**src/rtl/imm_extend_pipe.sv**
```systemverilog
// imm_extend_pipe: registered immediate extender with valid/ready handshake.
// Widens an IN_WIDTH immediate to OUT_WIDTH in sign, zero, upper or branch
// mode and presents the result one cycle after acceptance.
// Optional feature macro: IMM_EXT_SKID_EN adds a skid register so that
// ready_o is a pure register output with no path from ready_i.
module imm_extend_pipe #(
  parameter int IN_WIDTH  = 16,
  parameter int OUT_WIDTH = 32
) (
  input  logic                 clk_i,
  input  logic                 rst_i,
  input  logic                 valid_i,
  output logic                 ready_o,
  input  logic [1:0]           mode_i,
  input  logic [IN_WIDTH-1:0]  data_i,
  output logic                 valid_o,
  input  logic                 ready_i,
  output logic [OUT_WIDTH-1:0] data_o,
  output logic [1:0]           mode_o
);

  localparam int EXT_W = OUT_WIDTH - IN_WIDTH;

  generate
    if (IN_WIDTH < 2 || OUT_WIDTH < IN_WIDTH + 2) begin : g_bad_params
      $error("imm_extend_pipe: need IN_WIDTH >= 2 and OUT_WIDTH >= IN_WIDTH+2");
    end
  endgenerate

  logic [OUT_WIDTH-1:0] w_sign;
  logic [OUT_WIDTH-1:0] w_ext;
  logic                 w_in_xfer;
  logic                 w_out_free;

  logic                 r_out_valid;
  logic [OUT_WIDTH-1:0] r_out_data;
  logic [1:0]           r_out_mode;

  assign w_sign = {{EXT_W{data_i[IN_WIDTH-1]}}, data_i};

  // Extension is done on the input side so the output register holds final data.
  always_comb begin
    w_ext = w_sign;
    case (mode_i)
      2'b00:   w_ext = w_sign;
      2'b01:   w_ext = {{EXT_W{1'b0}}, data_i};
      2'b10:   w_ext = {data_i, {EXT_W{1'b0}}};
      default: w_ext = {w_sign[OUT_WIDTH-3:0], 2'b00};
    endcase
  end

  // OUT may take new data when it is empty or being consumed this cycle.
  assign w_out_free = !r_out_valid || ready_i;
  assign w_in_xfer  = valid_i && ready_o;

`ifdef IMM_EXT_SKID_EN
  logic                 r_skid_valid;
  logic [OUT_WIDTH-1:0] r_skid_data;
  logic [1:0]           r_skid_mode;

  // Registered ready: the skid slot absorbs the one input accepted while blocked.
  assign ready_o = !r_skid_valid;

  // OUT refills from SKID first (older result), otherwise from the input.
  always_ff @(posedge clk_i) begin
    if (rst_i) begin
      r_out_valid  <= 1'b0;
      r_out_data   <= '0;
      r_out_mode   <= 2'b00;
      r_skid_valid <= 1'b0;
      r_skid_data  <= '0;
      r_skid_mode  <= 2'b00;
    end else begin
      if (w_out_free) begin
        if (r_skid_valid) begin
          r_out_valid  <= 1'b1;
          r_out_data   <= r_skid_data;
          r_out_mode   <= r_skid_mode;
          r_skid_valid <= 1'b0;
        end else if (w_in_xfer) begin
          r_out_valid <= 1'b1;
          r_out_data  <= w_ext;
          r_out_mode  <= mode_i;
        end else begin
          r_out_valid <= 1'b0;
        end
      end else if (w_in_xfer) begin
        r_skid_valid <= 1'b1;
        r_skid_data  <= w_ext;
        r_skid_mode  <= mode_i;
      end
    end
  end
`else
  // Single-entry pipeline stage: ready passes straight through from downstream.
  assign ready_o = w_out_free;

  // Load on accept, otherwise empty once the held result has been consumed.
  always_ff @(posedge clk_i) begin
    if (rst_i) begin
      r_out_valid <= 1'b0;
      r_out_data  <= '0;
      r_out_mode  <= 2'b00;
    end else if (w_in_xfer) begin
      r_out_valid <= 1'b1;
      r_out_data  <= w_ext;
      r_out_mode  <= mode_i;
    end else if (w_out_free) begin
      r_out_valid <= 1'b0;
    end
  end
`endif

  assign valid_o = r_out_valid;
  assign data_o  = r_out_data;
  assign mode_o  = r_out_mode;

endmodule

```
**config.mk**
```make
export PLATFORM = sky130hd
export DESIGN_NAME = imm_extend_pipe
export DESIGN_NICKNAME = d
export VERILOG_FILES = /design/src/rtl/imm_extend_pipe.sv
export SDC_FILE = /design/constraint.sdc
export NUM_CORES = 1
export LEC_CHECK = 0
export BUFFER_PORTS_ARGS = -buffer_cell sky130_fd_sc_hd__buf_4
export CAP_MARGIN = 20
export CORE_MARGIN = 3
export CORE_UTILIZATION = 50
export CTS_BUF_LIST = sky130_fd_sc_hd__clkbuf_8
export DETAILED_ROUTE_END_ITERATION = 10
export HOLD_SLACK_MARGIN = 0.06
export PLACE_DENSITY = 0.81
export SLEW_MARGIN = 40
export SYNTH_ARGS = -nofsm -noshare
export SYNTH_HDL_FRONTEND = slang
export SYNTH_SLANG_ARGS = --single-unit
```
**constraint.sdc**
```tcl
create_clock -name clk_i -period 1.41 [get_ports clk_i]
set_clock_uncertainty 0.1 [all_clocks]
set_input_delay 0.0705 -clock clk_i [delete_from_list [all_inputs] [get_ports clk_i]]
set_output_delay 0.0705 -clock clk_i [all_outputs]
set_load 0.005 [all_outputs]
```
== After elaboration in Yosys (flattened, before gate mapping) ==
Cells that the tools add are included.

* Word-level logic and storage cells: 13
* Bits of input ports: 22
* Register bits after elaboration: 35
* Output and inout port bits: 36

* Equality and inequality tests: 2
* Muxes and demuxes: 3
* Reduce and logical (&&, ||, !) cells: 5

{| class="wikitable"
|+ Operators by type and width
! kind !! count
|-
| 32-bit one-hot mux with 3 select lines || 1
|-
| 2-bit by 1-bit equality test with 1-bit output (second input constant) || 1
|-
| 2-bit equality test (second input constant) || 1
|-
| 2-bit logical NOT || 1
|-
| 1-bit two-way mux || 2
|-
| 2-bit nonzero test || 1
|-
| 1-bit logical AND || 1
|-
| 1-bit logical NOT || 1
|-
| 1-bit logical OR || 1
|}

== Longest topological paths before layout ==
* Depth after elaboration: 4
* Depth in mapped cells: 6
* Gate-level depth less buffers: 4

== Worst setup path after synthesis ==
OpenSTA, ideal clock, no wires.

* Kind: reg2reg
* Start point: reg r_out_valid, in the netlist valid_o
* End point: reg r_out_data[10], in the netlist data_o[10]
* Path slack: 0.073 ns
* Buffers on the path: 2
* Cell stages (with the launch flop): 6
* Arrival time: 1.103 ns
* Period minus slack after synthesis: 1.337 ns
* Cells stage by stage: dfxtp_1 > nor2b_1 > buf_2 > nor2_1 > buf_2 > a211oi_1

* Cells in the longest elaborated chain, start to end: 3

{| class="wikitable"
|+ RTL lines
! item !! RTL line !! RTL
|-
| start, declared || 35 || <nowiki>logic r_out_valid;</nowiki>
|-
| start signal, assigned || 101 || <nowiki>r_out_valid <= 1'b0;</nowiki>
|-
| start signal, assigned || 105 || <nowiki>r_out_valid <= 1'b1;</nowiki>
|-
| start signal, assigned || 109 || <nowiki>r_out_valid <= 1'b0;</nowiki>
|-
| 1-bit logical NOT || 53 || <nowiki>assign w_out_free = !r_out_valid || ready_i;</nowiki>
|-
| 1-bit logical OR || 53 ||
|-
| 1-bit logical AND || 54 || <nowiki>assign w_in_xfer = valid_i && ready_o;</nowiki>
|-
| end signal, assigned || 106 || <nowiki>r_out_data <= w_ext;</nowiki>
|-
| end, declared || 36 || <nowiki>logic [OUT_WIDTH-1:0] r_out_data;</nowiki>
|}

No other way between the ends.
A chain may end at the register's enable or synchronous reset.

== Worst setup path in the final report ==
* Start point: reg r_out_valid, in the netlist valid_o
* End point: reg r_out_data[28], in the netlist data_o[28]

Same word-level chain as after synthesis.

==> impl_metrics.env <==
export IMPL_status="finished clean"
export IMPL_netlist_top_cell_by_area="dfxtp_1"
export IMPL_avgSynthCellArea_um2=8.545
export IMPL_final_common_cell="buf_4"
export IMPL_cts_buffers=5
export IMPL_whs_endpoint="data_o[15]"
export IMPL_cts_sinks=35
export IMPL_fp_row_count=19
export IMPL_setup_violations=0
export IMPL_area_growth_pct=50.44
export IMPL_clockBufferDepth=2
export IMPL_fin_cells=288
export IMPL_crit_chain="nor2b_4 > buf_4 > a211oi_4 > buf_4 > a211oi_1"
export IMPL_r2r_start="valid_o"
export IMPL_pwr_share_comb_pct=20.4
export IMPL_leakage_uw=0.0009732
export IMPL_ys_types=24
export IMPL_worst_path_max_delay_cell="dfxtp_1"
export IMPL_max_stage_delay_ns=0.33
export IMPL_hold_path_class="primary input to register"
export IMPL_grt_usage_pct=27.97
export IMPL_routedWlPerCell_um=17.67
export IMPL_antenna_cells=0
export IMPL_antenna_found_initial=0
export IMPL_vdd_drop_max_v=0.0007730
export IMPL_seqPwrFrac_pct=43.1
export IMPL_cellInternalPower_uw=1909
export IMPL_dpl_cell_count=260
export IMPL_synth_area_leaders="dfxtp_1, a21oi_1, a211oi_1"
export IMPL_highest_layer="met4"
export IMPL_grt_ovfl_total=0
export IMPL_r2r_cells=5
export IMPL_gp_congestion=0.8319
export IMPL_met1Wirelength_mm=2.052
export IMPL_ios=58
export IMPL_fmax_ghz=0.7254
export IMPL_power_switching_uw=659.7
export IMPL_crit_type="register to register"
export IMPL_min_from="mode_i[1]"
export IMPL_synth_top_area_share_pct=45.05
export IMPL_p_clk_share_pct=36.5
export IMPL_drt_wl_total_mm=5.089
export IMPL_cts_tree="yes"
export IMPL_routed_via_density=5.868
export IMPL_crit_top_cell="buf_4"
export IMPL_drive_above_1_share_pct=33.46
export IMPL_period_needed_ns=1.379
export IMPL_whs_path_depth=3
export IMPL_whs_ns=0.1049
export IMPL_grt_pass1_vias=1597
export IMPL_die_w_um=61.77
export IMPL_syn_inst=182
export IMPL_dieArea_um2=3816
export IMPL_layout_common_cells="buf_4, a21oi_1, dfxtp_1"
export IMPL_synth_nets=204
export IMPL_max_cap_viol_count=0
export IMPL_wl_met3_um=342
export IMPL_first_iter_violations=82
export IMPL_path_clk_slew_ns=0.07
export IMPL_p_sw_share_pct=25.68
export IMPL_relSlewSlack_pct=72.74
export IMPL_yosysWarnings=0
export IMPL_routed_wl_met2_mm=2.606
export IMPL_critPathArrivalTime_ns=1.47
export IMPL_vias=1690
export IMPL_maxSlewViolCount=0
export IMPL_synth_area_um2=1555
export IMPL_reg2reg_slack_ns=0.03
export IMPL_htree_levels=2
export IMPL_required_ns=1.50
export IMPL_start_kind="register"
export IMPL_ant_nets=0
export IMPL_grt_pass1_wl_mm=7.810
export IMPL_cp_end_kind="register"
export IMPL_core_area_um2=2853
export IMPL_ys_ff_latch=35
export IMPL_tightest_slew_ns=0.4089
export IMPL_n_fill_cell=175
export IMPL_final_nets=278
export IMPL_firstDrtPassIters=5
export IMPL_dp_hpwl_mm=3.029
export IMPL_die_h_um=61.77
export IMPL_port_buffers=57
export IMPL_ys_seq_area_share_pct=45.05
export IMPL_powerDensity_nw_per_um2=1098
export IMPL_rr_endpoint="data_o[28]"
export IMPL_clock_latency_ns=0.29
export IMPL_grt_max_degree=37
export IMPL_start_util_pct=54.52
export IMPL_drc=0
export IMPL_path_max_fanout=7
export IMPL_root_buffer="clkbuf_8"
export IMPL_hold_violations=0
export IMPL_fin_crit_sh_pct=97.77
-- through the flow --
stage          util (%)  area, um^2  total power, uW  worst slack [ns]  setup TNS, ns
2_1_floorplan         -        1555             1350           0.07277              0
6_report          82.02        2340             2569           0.03137              0
5_1_grt           82.02        2340             2671          -0.01631       -0.02044
4_1_cts           80.53        2297             2543           0.01387              0
3_5_place_dp      69.56        1984             1577           -0.1553         -2.913
3_3_place_gp      69.47        1982             1559           -0.2017         -2.730
-- power by group through the flow --
stage          logic (uW)  registers (uW)  clock network, uW
6_report              525            1110                937
5_1_grt               570            1110                986
4_1_cts               498            1110                939
3_5_place_dp          449            1130                  0
3_3_place_gp          436            1120                  0
2_1_floorplan         221            1130                  0
-- critical path, delay by kind of cell, from the launching register on --
kind | cells | cell delay [ns]
compound gates | 2 | 0.27
buf+inv | 2 | 0.35
flops | 1 | 0.33
simple gates | 1 | 0.23
-- final cells by class --
type / count / area (um^2) / area share (%)
multi-input cells: 125 / 775.7 / 33.16
flip-flops and latches: 35 / 700.7 / 29.95
repair buffers: 86 / 690.7 / 29.52
clock buffers: 6 / 82.58 / 3.529
well taps: 31 / 38.79 / 1.658
clock inverters: 2 / 35.03 / 1.497
inverters: 3 / 16.27 / 0.6952
-- repair_timing --
| item | CTS | global route |
|---|---|---|
| setup endpoints to repair | 35 | 15 |
| endpoints found under the hold margin | 27 | 0 |
| buffers inserted | 0 | 2 |
| resized for setup | 4 | 6 |
| hold buffers | 18 | 0 |
-- flip-flops by register name, summed over array words and instances, names as in the netlist --
signal / count
mode_o: 2
data_o: 32
valid_o: 1
-- synth_stat cells (all sizes together) --
master   number
a21oi        48
inv           3
nand2b        1
xnor2         1
o21ai         5
and2          1
nand4b        2
and2b         1
nand3         2
nor2          1
o2111ai       1
a311oi        2
nor2b        14
dfxtp        35
a21o          1
a211oi       28
buf          13
clkbuf        6
nand2        17
-- how the worst max path moves through the flow --
stage,from,to,slack (ns)
4_1_cts,valid_o,ready_o,0.01
6_report,valid_o,data_o[28],0.03
2_1_floorplan,valid_o,data_o[10],0.07
3_5_place_dp,valid_o,data_o[13],-0.16
5_1_grt,valid_o,data_o[28],-0.02
3_3_place_gp,valid_o,data_o[15],-0.20
-- layer usage --
metal	vias up	global-route usage (%)
met1	790	35.17
met4	0	10.61
met2	87	46.79
met3	12	6.198
met5	-	0
li1	801	-
-- cells by family after synthesis --
group	count (synthesis)	synth area share [%]
AOI/OAI and AO/OA	85	33.55
xor gates and xnor gates	1	0.5633
buffers and inverters	22	7.643
DFF	35	45.05
and+or+nand+nor	39	13.19
(Power assumes the default switching activity.)
